--- config.mk ---
export PLATFORM = sky130hd
export DESIGN_NAME = seven_seg_monitor_flat
export DESIGN_NICKNAME = d
export VERILOG_FILES = /design/src/rtl/seven_seg_pkg.sv /design/src/rtl/seven_seg_monitor_if.sv /design/src/rtl/seg_glyph_decoder.sv /design/src/rtl/seven_seg_monitor.sv /design/src/flat_wrapper.sv
export SDC_FILE = /design/constraint.sdc
export NUM_CORES = 1
export LEC_CHECK = 0
export CORE_UTILIZATION = 55
export DETAILED_ROUTE_END_ITERATION = 12
export GPL_TIMING_DRIVEN = 0
export PLACE_DENSITY = 0.79
export SLEW_MARGIN = 20
export SYNTH_ARGS = -nofsm -noshare
export SYNTH_HDL_FRONTEND = slang
export SYNTH_SLANG_ARGS = --single-unit
--- constraint.sdc ---
create_clock -name clk -period 2.7 [get_ports clk]
set_clock_uncertainty 0.2 [all_clocks]
set_input_delay 0.54 -clock clk [delete_from_list [all_inputs] [get_ports clk]]
set_output_delay 0.54 -clock clk [all_outputs]
set_load 0.02 [all_outputs]
--- src/rtl/seven_seg_pkg.sv ---
`default_nettype none
// ============================================================================
// Module      : seven_seg_pkg
// Description : Shared constants and types for the seven-segment display path.
// Revision    : 1.0 - initial release
// ============================================================================
package seven_seg_pkg;

    localparam int SEG_W = 7;
    localparam int AN_W  = 4;

    // Active-low glyphs, bit order {g,f,e,d,c,b,a}
    localparam logic [SEG_W-1:0] c_glyph_0 = 7'h40;
    localparam logic [SEG_W-1:0] c_glyph_1 = 7'h79;
    localparam logic [SEG_W-1:0] c_glyph_2 = 7'h24;
    localparam logic [SEG_W-1:0] c_glyph_3 = 7'h30;
    localparam logic [SEG_W-1:0] c_glyph_4 = 7'h19;
    localparam logic [SEG_W-1:0] c_glyph_5 = 7'h12;
    localparam logic [SEG_W-1:0] c_glyph_6 = 7'h02;
    localparam logic [SEG_W-1:0] c_glyph_7 = 7'h78;
    localparam logic [SEG_W-1:0] c_glyph_8 = 7'h00;
    localparam logic [SEG_W-1:0] c_glyph_9 = 7'h10;
    localparam logic [SEG_W-1:0] c_glyph_a = 7'h08;
    localparam logic [SEG_W-1:0] c_glyph_b = 7'h03;
    localparam logic [SEG_W-1:0] c_glyph_c = 7'h46;
    localparam logic [SEG_W-1:0] c_glyph_d = 7'h21;
    localparam logic [SEG_W-1:0] c_glyph_e = 7'h06;
    localparam logic [SEG_W-1:0] c_glyph_f = 7'h0E;
    localparam logic [SEG_W-1:0] c_seg_blank = 7'h7F;

    localparam logic [AN_W-1:0] c_an_blank = 4'b1111;
    localparam logic [AN_W-1:0] c_an_d0    = 4'b1110;
    localparam logic [AN_W-1:0] c_an_d1    = 4'b1101;
    localparam logic [AN_W-1:0] c_an_d2    = 4'b1011;
    localparam logic [AN_W-1:0] c_an_d3    = 4'b0111;

    typedef enum logic [0:0] {
        ST_WAIT_D0 = 1'b0,
        ST_COLLECT = 1'b1
    } frame_state_t;

    typedef struct packed {
        logic       valid;
        logic [3:0] nibble;
    } glyph_dec_t;

    // Forward mapping, shared with the display driver side.
    function automatic logic [SEG_W-1:0] glyph_of(input logic [3:0] nibble);
        logic [SEG_W-1:0] seg;
        case (nibble)
            4'h0:    seg = c_glyph_0;
            4'h1:    seg = c_glyph_1;
            4'h2:    seg = c_glyph_2;
            4'h3:    seg = c_glyph_3;
            4'h4:    seg = c_glyph_4;
            4'h5:    seg = c_glyph_5;
            4'h6:    seg = c_glyph_6;
            4'h7:    seg = c_glyph_7;
            4'h8:    seg = c_glyph_8;
            4'h9:    seg = c_glyph_9;
            4'hA:    seg = c_glyph_a;
            4'hB:    seg = c_glyph_b;
            4'hC:    seg = c_glyph_c;
            4'hD:    seg = c_glyph_d;
            4'hE:    seg = c_glyph_e;
            default: seg = c_glyph_f;
        endcase
        return seg;
    endfunction

endpackage
`default_nettype wire

--- src/rtl/seven_seg_monitor_if.sv ---
`default_nettype none
// ============================================================================
// Module      : seven_seg_monitor_if
// Description : Display bus in, reassembled frame and error flags out.
// Revision    : 1.0 - initial release
// ============================================================================
interface seven_seg_monitor_if;
    import seven_seg_pkg::*;

    logic [AN_W-1:0]  an_in;
    logic [SEG_W-1:0] seg_in;
    logic             clear_err;
    logic [15:0]      digits;
    logic             frame_done;
    logic             pattern_err;
    logic             anode_err;
    logic             order_err;

    modport master (
        output an_in,
        output seg_in,
        output clear_err,
        input  digits,
        input  frame_done,
        input  pattern_err,
        input  anode_err,
        input  order_err
    );

    modport slave (
        input  an_in,
        input  seg_in,
        input  clear_err,
        output digits,
        output frame_done,
        output pattern_err,
        output anode_err,
        output order_err
    );

endinterface
`default_nettype wire

--- src/rtl/seg_glyph_decoder.sv ---
`default_nettype none
// ============================================================================
// Module      : seg_glyph_decoder
// Description : Active-low segment pattern to hex nibble, with match flag.
// Revision    : 1.0 - initial release
// ============================================================================
module seg_glyph_decoder
    import seven_seg_pkg::*;
(
    input  wire logic [SEG_W-1:0] i_seg,
    output logic                  o_valid,
    output logic [3:0]            o_nibble
);

    glyph_dec_t w_dec;

    always_comb begin
        w_dec = '{valid: 1'b1, nibble: 4'h0};
        case (i_seg)
            c_glyph_0: w_dec.nibble = 4'h0;
            c_glyph_1: w_dec.nibble = 4'h1;
            c_glyph_2: w_dec.nibble = 4'h2;
            c_glyph_3: w_dec.nibble = 4'h3;
            c_glyph_4: w_dec.nibble = 4'h4;
            c_glyph_5: w_dec.nibble = 4'h5;
            c_glyph_6: w_dec.nibble = 4'h6;
            c_glyph_7: w_dec.nibble = 4'h7;
            c_glyph_8: w_dec.nibble = 4'h8;
            c_glyph_9: w_dec.nibble = 4'h9;
            c_glyph_a: w_dec.nibble = 4'hA;
            c_glyph_b: w_dec.nibble = 4'hB;
            c_glyph_c: w_dec.nibble = 4'hC;
            c_glyph_d: w_dec.nibble = 4'hD;
            c_glyph_e: w_dec.nibble = 4'hE;
            c_glyph_f: w_dec.nibble = 4'hF;
            default:   w_dec.valid  = 1'b0;
        endcase
    end

    assign o_valid  = w_dec.valid;
    assign o_nibble = w_dec.nibble;

endmodule
`default_nettype wire

--- src/rtl/seven_seg_monitor.sv ---
`default_nettype none
// ============================================================================
// Module      : seven_seg_monitor
// Description : Samples the multiplexed display bus, deglitches it and
//               rebuilds complete 4-digit frames with sticky error flags.
// Revision    : 1.0 - initial release
// ============================================================================
module seven_seg_monitor
    import seven_seg_pkg::*;
#(
    parameter int SETTLE_CYCLES = 4
) (
    input  wire logic          clk,
    input  wire logic          reset,
    seven_seg_monitor_if.slave bus
);

    localparam int          SAMPLE_W      = AN_W + SEG_W;
    localparam logic [7:0]  c_settle_last = 8'(SETTLE_CYCLES - 1);

    logic [SAMPLE_W-1:0] r_sample;
    logic [SAMPLE_W-1:0] r_prev;
    logic [7:0]          r_stable_cnt;

    // r_stable_cnt==k means the last k+1 samples (ending at r_prev) agree,
    // so r_prev is always the settled value when the strobe fires.
    always_ff @(posedge clk) begin
        if (reset) begin
            r_sample     <= '1;
            r_prev       <= '1;
            r_stable_cnt <= 8'd0;
        end else begin
            r_sample <= {bus.an_in, bus.seg_in};
            r_prev   <= r_sample;
            if (r_sample != r_prev) begin
                r_stable_cnt <= 8'd0;
            end else if (r_stable_cnt != 8'hFF) begin
                r_stable_cnt <= r_stable_cnt + 8'd1;
            end
        end
    end

    logic             w_capture;
    logic [AN_W-1:0]  w_cap_an;
    logic [SEG_W-1:0] w_cap_seg;
    logic             w_an_blank;
    logic             w_an_onehot;
    logic [1:0]       w_index;
    logic             w_glyph_valid;
    logic [3:0]       w_glyph_nibble;

    assign w_capture = (r_stable_cnt == c_settle_last);
    assign w_cap_an  = r_prev[SAMPLE_W-1 -: AN_W];
    assign w_cap_seg = r_prev[SEG_W-1:0];

    always_comb begin
        w_an_blank  = 1'b0;
        w_an_onehot = 1'b1;
        w_index     = 2'd0;
        case (w_cap_an)
            c_an_d0:    w_index = 2'd0;
            c_an_d1:    w_index = 2'd1;
            c_an_d2:    w_index = 2'd2;
            c_an_d3:    w_index = 2'd3;
            c_an_blank: begin
                w_an_blank  = 1'b1;
                w_an_onehot = 1'b0;
            end
            default:    w_an_onehot = 1'b0;
        endcase
    end

    seg_glyph_decoder u_decoder (
        .i_seg    (w_cap_seg),
        .o_valid  (w_glyph_valid),
        .o_nibble (w_glyph_nibble)
    );

    logic w_digit_evt;
    logic w_pattern_evt;
    logic w_anode_evt;

    assign w_digit_evt   = w_capture & w_an_onehot &  w_glyph_valid;
    assign w_pattern_evt = w_capture & w_an_onehot & ~w_glyph_valid;
    assign w_anode_evt   = w_capture & ~w_an_blank & ~w_an_onehot;

    frame_state_t r_state, w_state_nxt;
    logic [1:0]   r_expected, w_expected_nxt;
    logic [15:0]  r_shadow, w_shadow_nxt;
    logic [15:0]  r_digits, w_digits_nxt;
    logic         r_frame_done, w_frame_done_nxt;
    logic         w_order_evt;
    logic         r_pattern_err;
    logic         r_anode_err;
    logic         r_order_err;

    always_ff @(posedge clk) begin
        if (reset) begin
            r_state       <= ST_WAIT_D0;
            r_expected    <= 2'd0;
            r_shadow      <= 16'h0000;
            r_digits      <= 16'h0000;
            r_frame_done  <= 1'b0;
            r_pattern_err <= 1'b0;
            r_anode_err   <= 1'b0;
            r_order_err   <= 1'b0;
        end else begin
            r_state       <= w_state_nxt;
            r_expected    <= w_expected_nxt;
            r_shadow      <= w_shadow_nxt;
            r_digits      <= w_digits_nxt;
            r_frame_done  <= w_frame_done_nxt;
            // A new error event outranks a simultaneous clear
            r_pattern_err <= w_pattern_evt | (r_pattern_err & ~bus.clear_err);
            r_anode_err   <= w_anode_evt   | (r_anode_err   & ~bus.clear_err);
            r_order_err   <= w_order_evt   | (r_order_err   & ~bus.clear_err);
        end
    end

    always_comb begin
        w_state_nxt      = r_state;
        w_expected_nxt   = r_expected;
        w_shadow_nxt     = r_shadow;
        w_digits_nxt     = r_digits;
        w_frame_done_nxt = 1'b0;
        w_order_evt      = 1'b0;

        if (w_pattern_evt) begin
            w_state_nxt = ST_WAIT_D0;
        end else if (w_digit_evt) begin
            case (r_state)
                ST_WAIT_D0: begin
                    if (w_index == 2'd0) begin
                        w_shadow_nxt[3:0] = w_glyph_nibble;
                        w_expected_nxt    = 2'd1;
                        w_state_nxt       = ST_COLLECT;
                    end
                end
                ST_COLLECT: begin
                    if (w_index == r_expected) begin
                        w_shadow_nxt[{w_index, 2'b00} +: 4] = w_glyph_nibble;
                        if (w_index == 2'd3) begin
                            w_digits_nxt     = {w_glyph_nibble, r_shadow[11:0]};
                            w_frame_done_nxt = 1'b1;
                            w_expected_nxt   = 2'd0;
                            w_state_nxt      = ST_WAIT_D0;
                        end else begin
                            w_expected_nxt = r_expected + 2'd1;
                        end
                    end else begin
                        w_order_evt = 1'b1;
                        if (w_index == 2'd0) begin
                            w_shadow_nxt[3:0] = w_glyph_nibble;
                            w_expected_nxt    = 2'd1;
                        end else begin
                            w_state_nxt = ST_WAIT_D0;
                        end
                    end
                end
                default: w_state_nxt = ST_WAIT_D0;
            endcase
        end
    end

    assign bus.digits      = r_digits;
    assign bus.frame_done  = r_frame_done;
    assign bus.pattern_err = r_pattern_err;
    assign bus.anode_err   = r_anode_err;
    assign bus.order_err   = r_order_err;

endmodule
`default_nettype wire

--- src/flat_wrapper.sv ---
// flat-port wrapper written by rule: the top's interface ports become plain ports
module seven_seg_monitor_flat import seven_seg_pkg::*;
#(
    parameter int SETTLE_CYCLES = 4
)
  (clk, reset, bus_an_in, bus_seg_in, bus_clear_err, bus_digits, bus_frame_done, bus_pattern_err, bus_anode_err, bus_order_err);
  seven_seg_monitor_if bus_i ();
  input  wire logic clk;
  input  wire logic reset;
  input wire logic [$bits(bus_i.an_in)-1:0] bus_an_in;
  input wire logic [$bits(bus_i.seg_in)-1:0] bus_seg_in;
  input wire logic [$bits(bus_i.clear_err)-1:0] bus_clear_err;
  output wire logic [$bits(bus_i.digits)-1:0] bus_digits;
  output wire logic [$bits(bus_i.frame_done)-1:0] bus_frame_done;
  output wire logic [$bits(bus_i.pattern_err)-1:0] bus_pattern_err;
  output wire logic [$bits(bus_i.anode_err)-1:0] bus_anode_err;
  output wire logic [$bits(bus_i.order_err)-1:0] bus_order_err;
  assign bus_i.an_in = bus_an_in;
  assign bus_i.seg_in = bus_seg_in;
  assign bus_i.clear_err = bus_clear_err;
  assign bus_digits = bus_i.digits;
  assign bus_frame_done = bus_i.frame_done;
  assign bus_pattern_err = bus_i.pattern_err;
  assign bus_anode_err = bus_i.anode_err;
  assign bus_order_err = bus_i.order_err;
  seven_seg_monitor #(.SETTLE_CYCLES(SETTLE_CYCLES)) u_core (.clk(clk), .reset(reset), .bus(bus_i));
endmodule
# Word level (Yosys, flattened, before mapping)
# Cells that the tools add are included.
# op_classes
div	0
n_eq_ne	25
muxes	22
n_reduce_logical	10
add_sub_neg	3
n_bitwise	19
n_lt_le_gt_ge	0
n_shift	2
mul	0
# ops
op	count
one-hot mux 4 bit (15 select lines)	1
equality test 7 bit (second input constant)	4
equality test 7 x 5 -> 1 bit (second input constant)	3
equality test 7 x 6 -> 1 bit (second input constant)	3
bitwise mux 16 bit	1
equality test 4 bit (second input constant)	4
OR reduction 16 bit	1
variable shift 4 x 6 -> 16 bit (first input constant)	1
indexed part select 4 x 6 -> 16 bit	1
equality test 7 x 2 -> 1 bit (second input constant)	2
equality test 7 x 4 -> 1 bit (second input constant)	2
two-way mux 1 bit	11
inequality test 11 bit	1
adder 8 x 1 -> 8 bit (second input constant)	1
bitwise AND 1 bit	8
equality test 8 x 2 -> 1 bit (second input constant)	1
two-way mux 4 bit	2
inequality test 8 bit (second input constant)	1
NOT 1 bit	8
one-hot mux 4 bit (2 select lines)	1
equality test 7 x 3 -> 1 bit (second input constant)	1
zero test 7 bit	1
two-way mux 2 bit	3
negation 4 -> 6 bit	1
15 further kinds	18
# word_totals
romBits	0
latch_bits	0
mem_count	0
output_inout_bits	20
ram_bits	0
regBits	69
in_bits	14

# Logic depth before layout (Yosys ltp)
# Gate-level depths: netlist of run 1.
# depth
depth_word	8
ltp_mapped	9
ltp_nobuf	8

# Hierarchy
# From an unflattened synthesis of run 1, not the netlist that was laid out.
# unflattened
hier_cells	365
area_unflattened_um2	3234.4
# modules_own_cells
mod	cells_each	seq_area_each_um2	n_inst	area_per_inst_um2
seven_seg_monitor	302	1301.2	1	2841.5
seg_glyph_decoder	63	0.0	1	392.9

# Least setup slack after synthesis of run 1
# Ideal clock, no wire load.
# synth_path
kind	register to register
startpoint	reg u_core.r_stable_cnt[0]
endpoint	reg u_core.r_digits[5] (netlist: u_core.bus.digits[5])
stages_incl_launch_ff	10
n_path_buf	2
required_ps	2368
arrival_ps	1988
setup_ps	132
slack_ps	380
path_cell_list	dfxtp_1 -> ha_1 -> or4b_4 -> nor4_4 -> nand2_4 -> a31o_1 -> buf_6 -> buf_6 -> o21ai_1 -> a21oi_1
# synth_via
elab_chain_len	5
# synth_rtl
item	line_no	source
from (decl)	seven_seg_monitor.sv:23	logic [7:0] r_stable_cnt;
from (signal assigned)	seven_seg_monitor.sv:38	r_stable_cnt <= r_stable_cnt + 8'd1;
equality test 8 x 2 -> 1 bit *	seven_seg_monitor.sv:52	assign w_capture = (r_stable_cnt == c_settle_last);
bitwise AND 1 bit *	seven_seg_monitor.sv:83, seven_seg_monitor.sv:84	
bitwise AND 1 bit	seven_seg_monitor.sv:84	assign w_pattern_evt = w_capture & w_an_onehot & ~w_glyph_valid;
NOT 1 bit (no line)	n/a	
AND reduction 5 bit (no line) *	n/a	
to (signal assigned)	seven_seg_monitor.sv:111	r_digits <= w_digits_nxt;
to (decl)	seven_seg_monitor.sv:90	logic [15:0] r_digits, w_digits_nxt;
# Mark *: on every way between the ends. The rest lies on a longest branch, timed or not.
# A chain may end at the register's enable or synchronous reset.

# Final worst setup path of run 1
# layout_path
startpoint	reg u_core.r_stable_cnt[0]
endpoint	reg u_core.r_digits[12] (netlist: u_core.bus.digits[12])
# Same word-level chain as after synthesis.

==> run metrics, run 1 <==
actual slew at the worst max-slew pin=0.655 ns; CTS tree=yes; Cell Rows=28; final slew viol count=0; first-pass GRT wire length=12.4 mm; Worst Reg-to-Reg Cells=8; clock buffer depth=2; Max stage delay on crit path=0.49 ns; Total Wirelength=7.57 mm; initial antenna violation count=0; crit-path max FO=10; Post-synth ARST share=0; largest family of logic cells by synthesized area=simple AND/OR/NAND/NOR gates; xor-xnor portion of the synthesized cell area=0.0498; WHS=0.258 ns; DP Worst Slack=0.155 ns; IO Port Bufs=33; Syn-to-layout area delta=20.2%; Critical Path RT=2.71 ns; synthesized area=3340 µm²; Synth Warn #=0; Post-Synth Adder-Cell Area=0.0225; final setup margin=0.165 ns; Reg2Reg Launch Point=u_core.r_stable_cnt[0]$_SDFFE_PP0P_; Synth Area in Compound Gates=0.166; fill cell count=482; First DRT Iteration DRCs=187; max_cap viols=0; CTS Buf Count=9; H-Tree Depth=3; Post-synth EDFFs=0; Peak VDD IR=0.367 mV; Synthesized Nets=402; power per cell area=511 nW/µm²; post-synth top area share=0.389; outcome=completed; clk slew on worst S/H paths=0.07 ns; total buffers and inverters traversed by the critical path=1; detailed-route via count=2918; Synth area leader=dfxtp_1; Post-synth top flop=dfxtp_1; Crit. End Element=flip-flop; # clock sinks=65; RSZ-0062 raised after global routing=no; Avg Cell Area, Syn=8.75 µm²; Crit path depth=8; Post-Synth Simple-Gate Area=0.280; fmax=394 MHz; total global routing track utilization=0.255; reg2reg setup slack=0.17 ns; top post-synthesis cells by area=dfxtp_1, or2_2, xor2_1; crit path capture=u_core.bus.digits[12]$_SDFFE_PP0P_; Syn Inst Count=382; sequential element share of the synthesized area=0.389; most instantiated cells after synthesis=dfxtp_1, nand2_1, or2_2; worst skew pair latency=0.35 ns; DR vias/cell=5.74; Setup CP Type=reg2reg; Detailed Routing Iterations Pass 1=4; Routed Antenna Nets=0; Synth cell types=62; number of global-route vias before repair=2660; post-route DRC violation count=0; CP delay by family, top=simple AND/OR/NAND/NOR gates; Hold Crit Depth=1; Die X=80.0 µm; Cell Chain, Critical Path=ha_1 > or4b_4 > nor4_4 > nand2_4 > a31o_1 > buf_6 > nor4_1 > nor3_1; startpoint types=flip-flop; Final Hold Viols=0; Layout Nets=448; die footprint=6390 µm²; ANT cells=0; core footprint=5890 µm²; multiplexer share of the synthesized area=0.0300; critical path's slowest cell=or4b_4; CP Launch Point=u_core.r_stable_cnt[0]$_SDFFE_PP0P_; minimum clock period=2.53 ns; Wirelength per Cell=14.9 µm; Static Leak=1.48 nW; Worst Hold Class=reg2reg; flops & latches, synth=65; reg2reg end=u_core.bus.digits[12]$_SDFFE_PP0P_; GPL Wtd Cong=0.883; Initial Util=0.568; post-DP HPWL=5.49 mm; final worst-path cycle share=0.939; GR Overflow Total=0; I/O pin cnt=34; Die Span Y=80.0 µm; Critical Path AT=2.55 ns; most common cell in the synthesized netlist=dfxtp_1; root buf cell=clkbuf_8; pin count of the biggest net entering global routing=11; Setup TNS=0 ns; Setup-failing EPs final=0; fraction of layout cells with a size suffix above 1=0.176; Slew headroom=0.563
[placed cells by master (no fill, tap or decap), types with 4 or more instances in the layout]
master,count
a211oi_1,6
mux2i_1,10
inv_1,7
buf_6,7
nand3_1,9
nand2_1,33
clkbuf_1,9
xor2_1,16
a31oi_1,4
or2_2,24
clkbuf_8,14
nor2_1,23
ha_1,6
clkdlybuf4s50_1,33
o21ai_1,8
nor4_1,8
nand3b_1,4
dfxtp_1,65
nor2b_1,4
nand4_1,21
o21ai_0,15
buf_2,12
nor3_1,10
a21oi_1,22
o211ai_1,5
nor3b_1,5
[area by class of cell]
cell class	instances	area, µm²	share of cell area
buffer	29	181	0.0452
clock inverter	1	30.0	0.00747
inverter	8	30.0	0.00747
tap	75	93.8	0.0234
multi-input combinational	280	1840	0.458
timing repair buffer	35	345	0.0860
clock buffer	15	196	0.0489
sequential	65	1300	0.324
[per-stage QoR]
| step | utilization | power, mW | area (µm²) | instances |
|---|---|---|---|---|
| 6_report | 0.683 | 2.05 | 4020 | 508 |
| 5_1_grt | 0.683 | 2.12 | 4020 | 508 |
| 4_1_cts | 0.678 | 2.06 | 3990 | 506 |
| 3_5_place_dp | 0.640 | 1.16 | 3770 | 490 |
| 3_3_place_gp | 0.640 | 1.16 | 3770 | 490 |
| 2_1_floorplan | - | 1.11 | 3340 | 382 |
[cells by family after synthesis]
| group | after synthesis |
|---|---|
| multiplexers | 10 |
| XOR/XNOR | 19 |
| AND/OR/NAND/NOR | 162 |
| adder cells (fa/ha/maj) | 6 |
| AO/OA/AOI/OAI | 83 |
| buffers and inverters | 37 |
| flip-flops | 65 |
[routing by layer]
metal	GRT usage	vias to the layer above	wire, µm
met3	0.0503	14	410
li1	-	1466	-
met2	0.434	94	3620
met4	0.136	0	185
met5	0	-	0
met1	0.301	1344	3360
[worst min-delay path by stage]
stage | startpoint | to | slack (ns)
3_3_place_gp | u_core.r_sample[9]$_SDFF_PP1_ | u_core.r_prev[9]$_SDFF_PP1_ | 0.24
2_1_floorplan | u_core.r_sample[0]$_SDFF_PP1_ | u_core.r_prev[0]$_SDFF_PP1_ | 0.24
6_report | u_core.r_sample[4]$_SDFF_PP1_ | u_core.r_prev[4]$_SDFF_PP1_ | 0.26
3_5_place_dp | u_core.r_sample[9]$_SDFF_PP1_ | u_core.r_prev[9]$_SDFF_PP1_ | 0.25
5_1_grt | u_core.r_shadow[7]$_SDFFE_PP0P_ | u_core.r_shadow[7]$_SDFFE_PP0P_ | 0.28
4_1_cts | u_core.r_sample[4]$_SDFF_PP1_ | u_core.r_prev[4]$_SDFF_PP1_ | 0.26
[sequential cells by signal, summed over array words and instances (netlist names), 2 cells and up]
register             cells
u_core.bus.digits       16
u_core.r_expected        2
u_core.r_prev           11
u_core.r_sample         11
u_core.r_shadow         12
u_core.r_stable_cnt      8
[repair_timing]
item                                    in CTS  in global routing
gates resized for setup                      0                  3
hold buffers                                 0                  0
setup buffers                                0                  2
endpoints found under the setup margin       0                 11
[where the power goes]
part | switching, mW | internal, mW | total, mW
Sequential | 0.00966 | 0.974 | 0.984
Combinational | 0.0900 | 0.0679 | 0.158
Clock | 0.360 | 0.553 | 0.913
Total | 0.459 | 1.60 | 2.05
Power figures use the tool's default switching activity.
==> run 2: changes to the inputs <==
CTS_BUF_LIST = sky130_fd_sc_hd__clkbuf_16   (was not set)
RECOVER_POWER = 100   (was not set)
==> run metrics, run 2 (synthesis gave the netlist of run 1 again) <==
Critical Path AT=2.58 ns (+0.03 ns); Setup-failing EPs final=0 (unchanged); Slew headroom=0.537 (-0.0267); Wirelength per Cell=15.0 µm (+0.77%); Die Span Y=80.0 µm (unchanged); total global routing track utilization=0.258 (+0.00217); CTS Buf Count=9 (unchanged); fill cell count=479 (-0.62%); final slew viol count=0 (unchanged); Layout Nets=448 (unchanged); DR vias/cell=5.81 (+1.1%); GPL Wtd Cong=0.883 (unchanged); Total Wirelength=7.63 mm (+0.77%); fmax=386 MHz (-2.2%); final core occ=0.692 (+0.00978); outcome=completed; ANT cells=0 (unchanged); CTS tree=yes; max_cap viols=0 (unchanged); post-route DRC violation count=0 (unchanged); Final Hold Viols=0 (unchanged); Critical Path RT=2.69 ns (-0.02 ns); Peak VDD IR=0.423 mV (+15%); final worst-path cycle share=0.960 (+0.0211); root buf cell=clkbuf_16; First DRT Iteration DRCs=172 (-8.0%); Initial Util=0.568 (unchanged); clock buffer depth=2 (unchanged); Detailed Routing Iterations Pass 1=4 (unchanged); grt met1 use=0.311 (+0.00984); Setup CP Type=reg2reg; detailed-route via count=2950 (+1.1%); initial antenna violation count=0 (unchanged); H-Tree Depth=3 (unchanged); Static Leak=1.56 nW (+5.8%); pin count of the biggest net entering global routing=11 (unchanged); die footprint=6390 µm² (unchanged); I/O pin cnt=34 (unchanged); Crit. End Element=flip-flop; met2 global-route usage=0.438 (+0.00342); minimum clock period=2.59 ns (+0.0569 ns); commonest non-fill, non-tap cells in the layout=dfxtp_1, nand2_1, or2_2, nor2_1, a21oi_1; core footprint=5890 µm² (unchanged); DP Area=3770 µm² (unchanged); Layout Cell Area excl Fill=4080 µm² (+1.4%); Largest register FFs=16 (unchanged); worst skew pair latency=0.33 ns (-0.02 ns); Syn-to-layout area delta=21.9%; clk slew on worst S/H paths=0.05 ns (-0.02 ns); actual slew at the worst max-slew pin=0.695 ns (+0.0400 ns); power per cell area=545 nW/µm² (+6.6%); Cell Rows=28 (unchanged); crit-path max FO=10 (unchanged); number of global-route vias before repair=2668 (+0.30%); IO Port Bufs=33 (unchanged); # clock sinks=65 (unchanged); Hold Buf Count CTS=0 (unchanged); met3 Usage GRT=0.0469 (-0.00343); non-filler instance count after layout=508 (unchanged); Worst Hold Class=reg2reg; Routed Antenna Nets=0 (unchanged); commonest non-fill, non-tap cell in the layout=dfxtp_1; placed cells=490 (unchanged); post-DP HPWL=5.49 mm (unchanged); total power=2.22 mW (+8.1%); Die X=80.0 µm (unchanged); GR Overflow Total=0 (unchanged); startpoint types=flip-flop; first-pass GRT wire length=12.6 mm (+1.5%); fraction of layout cells with a size suffix above 1=0.166 (-0.00924); GRT Max-Usage Layer=met2
==> run 2: cell count changes in the layout (fill, tap and decap cells not counted) <==
| cell | previous run | this run |
|---|---|---|
| buf_6 | 7 | 6 |
| clkbuf_16 | 0 | 9 |
| clkbuf_8 | 14 | 0 |
| clkdlybuf4s50_1 | 33 | 12 |
| clkinv_1 | 0 | 5 |
| dfxtp_1 | 65 | 64 |
| dfxtp_2 | 0 | 1 |
| dlygate4sd3_1 | 0 | 21 |
| ha_1 | 6 | 5 |
| ha_4 | 0 | 1 |
| inv_1 | 7 | 8 |
==> run 2: through the flow <==
stage                     TNS [ns]  worst slack (ns)  hold WS, ns
after global routing       -0.0973           -0.0255        0.279
final                            0             0.108        0.251
after floorplan                  0             0.380        0.235
after CTS                        0             0.123        0.256
after detailed placement         0             0.155        0.246
after global placement           0             0.187        0.241
==> run 2: final cells by class <==
class / count / area [µm²] / share of cell area
multi-input combinational: 280 / 1850 / 0.454
sequential: 65 / 1300 / 0.320
timing repair buffer: 35 / 345 / 0.0847
clock buffer: 9 / 225 / 0.0553
buffer: 29 / 174 / 0.0427
tap: 75 / 93.8 / 0.0230
clock inverter: 7 / 52.6 / 0.0129
inverter: 8 / 30.0 / 0.00737
==> run 2: routing by layer <==
metal,vias to the layer above,share of wire
li1,1479,-
met5,-,0
met2,84,0.49
met1,1372,0.44
met4,0,0.020
met3,15,0.047
==> run 2: worst max-delay path: stages (launching register included) <==
cell and delay [ns]:
dfxtp_1 0.38, ha_4 0.17, or4b_4 0.47, nor4_4 0.40, nand2_4 0.11, a31o_1 0.21, buf_6 0.14, nor4_1 0.28
nor3_1 0.08
==> run 2: where the power goes <==
part | internal (mW) | switching (mW) | total, mW
Clock | 0.693 | 0.384 | 1.08
Combinational | 0.0670 | 0.0902 | 0.157
Sequential | 0.977 | 0.00966 | 0.986
==> run 2: timing repair <==
item	CTS	global route
setup endpoints to repair	0	13
setup buffers	0	2
gates resized for setup	0	6
hold endpoints to repair	0	0
==> run 2: final timing paths <==
path / from / endpoint / slack, ns / depth (start not counted)
hold reg to reg: u_core.r_sample[4]$_SDFF_PP1_ / u_core.r_prev[4]$_SDFF_PP1_ / 0.25 / 1
hold / removal: u_core.r_sample[4]$_SDFF_PP1_ / u_core.r_prev[4]$_SDFF_PP1_ / 0.25 / 1
setup / recovery: u_core.r_stable_cnt[1]$_SDFFE_PP0P_ / u_core.bus.digits[12]$_SDFFE_PP0P_ / 0.11 / 8
setup reg to reg: u_core.r_stable_cnt[1]$_SDFFE_PP0P_ / u_core.bus.digits[12]$_SDFFE_PP0P_ / 0.11 / 8
==> variant, RTL diff (settings of run 1) <==
`SEG_W`: 7 -> 14.
--- a/src/rtl/seven_seg_pkg.sv
+++ b/src/rtl/seven_seg_pkg.sv
@@ -6,7 +6,7 @@
 // ============================================================================
 package seven_seg_pkg;
 
-    localparam int SEG_W = 7;
+    localparam int SEG_W = 14;
     localparam int AN_W  = 4;
 
     // Active-low glyphs, bit order {g,f,e,d,c,b,a}
Interface: changed (resized bus_seg_in); port bits go from 34 to 41. No check against the original RTL was run, so the function may have changed too.
==> variant against run 1 <==
- the flow now finishes with violations (design-rule violations)
- worst setup slack got worse by 0.037 ns
- cell area up 13%
- total power grew 10%
- sequential cell count is 14 higher
- routed wire length decreased by 2.2%
- maximum frequency down 1.4%
- via count grew 0.75%
- global-route usage decreased by 3.5 points
- area after synthesis rose by 11%
- die area grew 11%
- largest cell class unchanged
==> variant: results (changes against run 1) <==
- Distinct cells, synth: 60 (-3.2%)
- First-pass GRT wire length: 12500 um (+1.3%)
- #MultiIn Comb: 287 (+2.5%)
- Grt met1 use: 27.4% (-2.7 points)
- Final Cell Area: 0.00452 mm^2 (+13%)
- Share of total power in combinational logic: 8.0% (+0.3 points)
- CP arrival: 2.59 ns (+0.04 ns)
- Cells after DPL: 512 (+4.5%)
- Vias in the first global route: 2720 (+2.3%)
- DRC: 4 (+4)
- Largest stage delay, worst path: 0.51 ns (+0.02 ns)
- Status: finished with violations
- WL/cell: 13.8 um (-7.2%)
- Post-cts sizing count: 4 (+4)
- Top cell family by delay on the critical path: compound AO/OA/AOI/OAI gates
- Failing checks: design-rule violations
- Met2 Track Usage GR: 36.9% (-6.5 points)
- Clk tree area frac: 4.40% (-1.2 points)
- NonClk Buf Share: 13.5% (+0.37 points)
- Inverters: 7 (-1)
- Multi-input logic portion of the cell area: 44.4% (-1.4 points)
- Post-Synth XOR/XNOR Area: 6.13% (+1.2 points)
- Setup WS pre-CTS: -0.117 ns (-0.272 ns)
- Relative slew slack: 61.1% (+4.8 points)
- NumNets Final: 480 (+7.1%)
- Met1 wire length: 3460 um (+3.0%)
- Area after DPL: 0.00420 mm^2 (+12%)
variant: cell count changes in the layout (fill, tap and decap cells not counted), sizes merged, moves of 10 or more:
cell / delta
nand2: +19
xnor2: +18
or2: +13
a21oi: -10
nand4: -11
xor2: -11
mux2i: +14
o21ai: -14
dfxtp: +14
variant: stage by stage:
stage	TNS, ns	power [mW]
3_3_place_gp	-0.263	1.40
5_1_grt	-0.0160	2.35
2_1_floorplan	0	1.35
4_1_cts	0	2.27
3_5_place_dp	-1.06	1.41
6_report	0	2.27
variant: final timing paths:
| check | endpoint | slack, ns |
|---|---|---|
| worst max-delay path | u_core.r_shadow[2]$_SDFFE_PP0P_ | 0.13 |
| worst min-delay path | u_core.bus.digits[1]$_SDFFE_PP0P_ | 0.26 |
| worst max register to register | u_core.r_shadow[2]$_SDFFE_PP0P_ | 0.13 |
| worst min register to register | u_core.bus.digits[1]$_SDFFE_PP0P_ | 0.26 |
